## src/rtl/sync_multi.sv

```systemverilog
// sync_multi: per-channel STAGES-deep synchronizer with one-cycle rise/fall pulses on filt_out.
// Define SYNC_MULTI_FILTER_EN to add the FILT_CYC stability filter; otherwise filt_out tracks sync_out.
module sync_multi #(
   parameter int               WIDTH    = 4,
   parameter int               STAGES   = 2,
   parameter logic [WIDTH-1:0] RST_VAL  = '0,
   parameter int               FILT_CYC = 4
) (
   input  logic             clk,
   input  logic             rst,
   input  logic [WIDTH-1:0] async_in,
   output logic [WIDTH-1:0] sync_out,
   output logic [WIDTH-1:0] filt_out,
   output logic [WIDTH-1:0] rise,
   output logic [WIDTH-1:0] fall
);

   if (WIDTH < 1 || WIDTH > 32) begin : g_bad_width
      $error("sync_multi: WIDTH must be 1..32");
   end
   if (STAGES < 2 || STAGES > 4) begin : g_bad_stages
      $error("sync_multi: STAGES must be 2..4");
   end
   if (FILT_CYC < 1 || FILT_CYC > 255) begin : g_bad_filt_cyc
      $error("sync_multi: FILT_CYC must be 1..255");
   end

   logic [WIDTH-1:0] sync_q [STAGES];
   logic [WIDTH-1:0] rise_q;
   logic [WIDTH-1:0] fall_q;

   always_ff @(posedge clk) begin
      if (rst) begin
         for (int i = 0; i < STAGES; i++) sync_q[i] <= RST_VAL;
      end else begin
         sync_q[0] <= async_in;
         for (int i = 1; i < STAGES; i++) sync_q[i] <= sync_q[i-1];
      end
   end

   assign sync_out = sync_q[STAGES-1];

`ifdef SYNC_MULTI_FILTER_EN
   localparam int            CW       = $clog2(FILT_CYC + 1);
   localparam logic [CW-1:0] CNT_LAST = CW'(FILT_CYC - 1);

   logic [CW-1:0]    cnt [WIDTH];
   logic [WIDTH-1:0] filt_q;
   logic [WIDTH-1:0] load;

   // A channel commits only after sync_out has disagreed with filt_out for FILT_CYC edges in a row.
   always_comb begin
      load = '0;
      for (int i = 0; i < WIDTH; i++) begin
         load[i] = (sync_out[i] != filt_q[i]) && (cnt[i] == CNT_LAST);
      end
   end

   always_ff @(posedge clk) begin
      if (rst) begin
         filt_q <= RST_VAL;
         rise_q <= '0;
         fall_q <= '0;
         for (int i = 0; i < WIDTH; i++) cnt[i] <= '0;
      end else begin
         filt_q <= (filt_q & ~load) | (sync_out & load);
         rise_q <= load & sync_out;
         fall_q <= load & ~sync_out;
         for (int i = 0; i < WIDTH; i++) begin
            if (sync_out[i] == filt_q[i] || load[i]) cnt[i] <= '0;
            else                                     cnt[i] <= cnt[i] + 1'b1;
         end
      end
   end

   assign filt_out = filt_q;
`else
   // Pulses are registered alongside the last stage so they line up with the sync_out change.
   always_ff @(posedge clk) begin
      if (rst) begin
         rise_q <= '0;
         fall_q <= '0;
      end else begin
         rise_q <= sync_q[STAGES-2] & ~sync_q[STAGES-1];
         fall_q <= ~sync_q[STAGES-2] & sync_q[STAGES-1];
      end
   end

   assign filt_out = sync_out;
`endif

   assign rise = rise_q;
   assign fall = fall_q;

endmodule

```

## config.mk

```make
export PLATFORM = sky130hd
export DESIGN_NAME = sync_multi
export DESIGN_NICKNAME = d
export VERILOG_FILES = /design/src/rtl/sync_multi.sv
export SDC_FILE = /design/constraint.sdc
export NUM_CORES = 1
export LEC_CHECK = 0
export CORE_MARGIN = 2
export CORE_UTILIZATION = 40
export CTS_CLUSTER_SIZE = 8
export DETAILED_ROUTE_END_ITERATION = 16
export DONT_BUFFER_PORTS = 1
export PLACE_DENSITY = 0.6
export SYNTH_ARGS = -nofsm -noshare
export SYNTH_HDL_FRONTEND = slang
export SYNTH_SLANG_ARGS = --single-unit
```

## constraint.sdc

```tcl
create_clock -name clk -period 1.08 [get_ports clk]
set_input_delay 0.054 -clock clk [delete_from_list [all_inputs] [get_ports clk]]
set_output_delay 0.054 -clock clk [all_outputs]
set_load 0.03 [all_outputs]
```

==> flow_summary.yaml <==
pwr:
  p_switching_mw: 0.2270
  leakage_nw: 0.2594
  pwr-share-comb: 0.080
  power_density_nw_per_um2: 1676
  vdd_drop_max_mv: 0.6507
  seqPwrFrac: 0.642
  intPower_mw: 0.7796
  p_clk_frac: 0.278
  p_sw_frac: 0.2255
synthesis:
  ys_ff_latch: 16
  synth_most_common_cell: "dfxtp_1"
  synth.top_cell.area_share: 0.5845
  synthArstFlopShare: 0
  yosysSeqAreaShare: 0.5845
  synth_area_um2: 548.0
  syn_avg_cell_area_um2: 13.37
  yosys-top-cells-count: "dfxtp_1, buf_4, nor3b_2, and2b_1, nor2b_1"
  syn-num-nets: 47
  synth_area_leaders: "dfxtp_1, nor3b_2, buf_4, and2b_1, nor2b_1"
  yosys_warnings: 0
  netlist_instances: 41
  synth_cell_types: 6
  yosysTopAreaCell: "dfxtp_1"
  synthFlopType: "dfxtp_1"
  synth_edf_count: 0
floorplanning:
  fp-row-count: 13
  fp.dieArea_um2: 1682
  boundaryPins: 22
  die_x_um: 41.02
  core-area_um2: 1285
  die_y_um: 41.02
  initial_core_util: 0.4265
global_route:
  grt_pass1_vias: 240
  grtUsageTotal: 0.09368
  antenna_found_initial: 0
  grt-ovfl-total: 0
  grt_pass1_wl_um: 972
  grt_max_degree: 16
final_layout:
  seqCellArea_um2: 320.3
  multi_input_area_um2: 156.4
  fin_nets: 52
  fill_cells: 130
  syn_to_final_growth_pct: 9.589
  diodes: 0
  drive_gt1_frac: 0.3409
  post-route-util: 0.4674
clock_tree:
  cts_tree: "built"
  numCtsBuffers: 3
  clock_sinks: 16
  cts_buffer_depth: 2
  cts_root_buf: "clkbuf_4"
  h-tree-depth: 1
  clk_latency_ns: 0.26
  path_clk_slew_ns: 0.08
setup_path:
  arrival_ns: 0.87
  startpoint: "sync_q[0][6]$_SDFF_PP0_"
  path_max_fanout: 3
  crit_path_start_kind: "flop"
  r2r_start: "sync_q[0][7]$_SDFF_PP0_"
  slowest_delay_ns: 0.37
  path_cells: "buf_4"
  critical_path_buf_inv_count: 1
  cpLargestDelayFamily: "flip-flops"
  crit_slowest_cell: "dfxtp_1"
  worst_ep_required_time_ns: 1.03
  worstSetupEndpointType: "primary output"
  critical_path_class: "flop to primary output"
detailed_routing:
  wl_um: 618
  routed_via_density: 4.492
  drtIter0Drc: 1
  first_pass_iters: 2
  drc: 0
  routed-via-count: 265
  avgRoutedWirePerCell_um: 10.47
  ant_nets: 0
min_path:
  min_from: "rst"
  hold_class: "input port to flop"
placed_design:
  hpwl_um: 455.2
  gp_congestion: 0.5669
  port_buffers: 0
  pre_cts_ws_ns: 0.4552
sta:
  period_minus_slack_ns: 0.9195
  relSlewSlack: 0.5823
  hold_viol: 0
  timing.final.max_slew_violations: 0
  rsz0062_at_grt: "false"
  finalCritPeriodShare: 0.8514
  worst_pin_slew_ns: 0.6266
  setup_ws_ns: 0.1605
  finalSetupViolCount: 0
  finalSetupTns_ns: 0
  worst_clock_skew_ns: 0.0001304
  fmax_mhz: 1088
run:
  drv_cap: 0
outcome:
  status: "completed"
-- state kept, by name (all words and copies together) (netlist names) --
name and cells:
sync_q 8, rise 4, fall 4
-- per-stage QoR --
stage | power [mW] | hold WS [ns] | cells | instance area (µm²)
5_1_grt | 1.067 | 0.3837 | 59 | 600.6
6_report | 1.007 | 0.3925 | 59 | 600.6
3_5_place_dp | 0.7184 | 0.1276 | 51 | 525.5
3_3_place_gp | 0.7163 | 0.1270 | 51 | 525.5
2_1_floorplan | 0.7306 | 0.1256 | 41 | 548.0
4_1_cts | 1.036 | 0.3728 | 59 | 598.1
-- final cells by class --
type / instances / share of cell area
Timing Repair Buffer: 9 / 0.1375
Clock buffer: 3 / 0.03750
Sequential cell: 16 / 0.5333
Multi-Input combinational cell: 16 / 0.2604
Tap cell: 15 / 0.03125
-- metal layers --
metal | GRT usage | vias to the layer above | part of all wire
met5 | 0 | - | 0
met4 | 0.07500 | 0 | 0
met3 | 0.03261 | 0 | 0.081
met2 | 0.1484 | 10 | 0.55
met1 | 0.09934 | 123 | 0.37
li1 | - | 132 | -
-- what timing repair did --
item | in CTS | in global routing
hold buffers | 5 | 0
hold endpoints to repair | 16 | 0
setup endpoints to repair | 0 | 5
resized for setup | 0 | 1
setup buffers | 0 | 0
-- power groups by stage --
stage,combinational [mW],clock (mW),sequential [mW]
4_1_cts,0.0812,0.308,0.647
5_1_grt,0.0872,0.330,0.651
2_1_floorplan,0.0724,0,0.658
3_5_place_dp,0.0581,0,0.660
3_3_place_gp,0.0571,0,0.659
6_report,0.0807,0.280,0.646
-- final timing paths --
| kind | slack [ns] | cells after the start | end |
|---|---|---|---|
| setup / recovery | 0.16 | 1 | sync_out[2] |
| hold / removal | 0.39 | 2 | sync_q[0][0]$_SDFF_PP0_ |
| setup reg to reg | 0.46 | 1 | fall[3]$_SDFF_PP0_ |
| hold reg to reg | 0.45 | 1 | fall[1]$_SDFF_PP0_ |
-- kinds of logic (layout without fill, tap and decap cells) --
group	Yosys count	in the layout	share of synthesized area
AND/OR/NAND/NOR	16	16	0.2854
flip-flops	16	16	0.5845
buffers and inverters	9	12	0.1301
-- cells in the final DEF (no fill, tap or decap) --
| master | Yosys | final |
|---|---|---|
| nor2b_1 | 3 | 3 |
| dfxtp_1 | 16 | 16 |
| buf_4 | 8 | 4 |
| clkbuf_4 | 0 | 3 |
| dlygate4sd3_1 | 0 | 4 |
| and2b_1 | 5 | 5 |
| dlymetal6s4s_1 | 0 | 1 |
| nor3b_2 | 8 | 8 |
No activity file was read; power rests on OpenSTA's default activity.
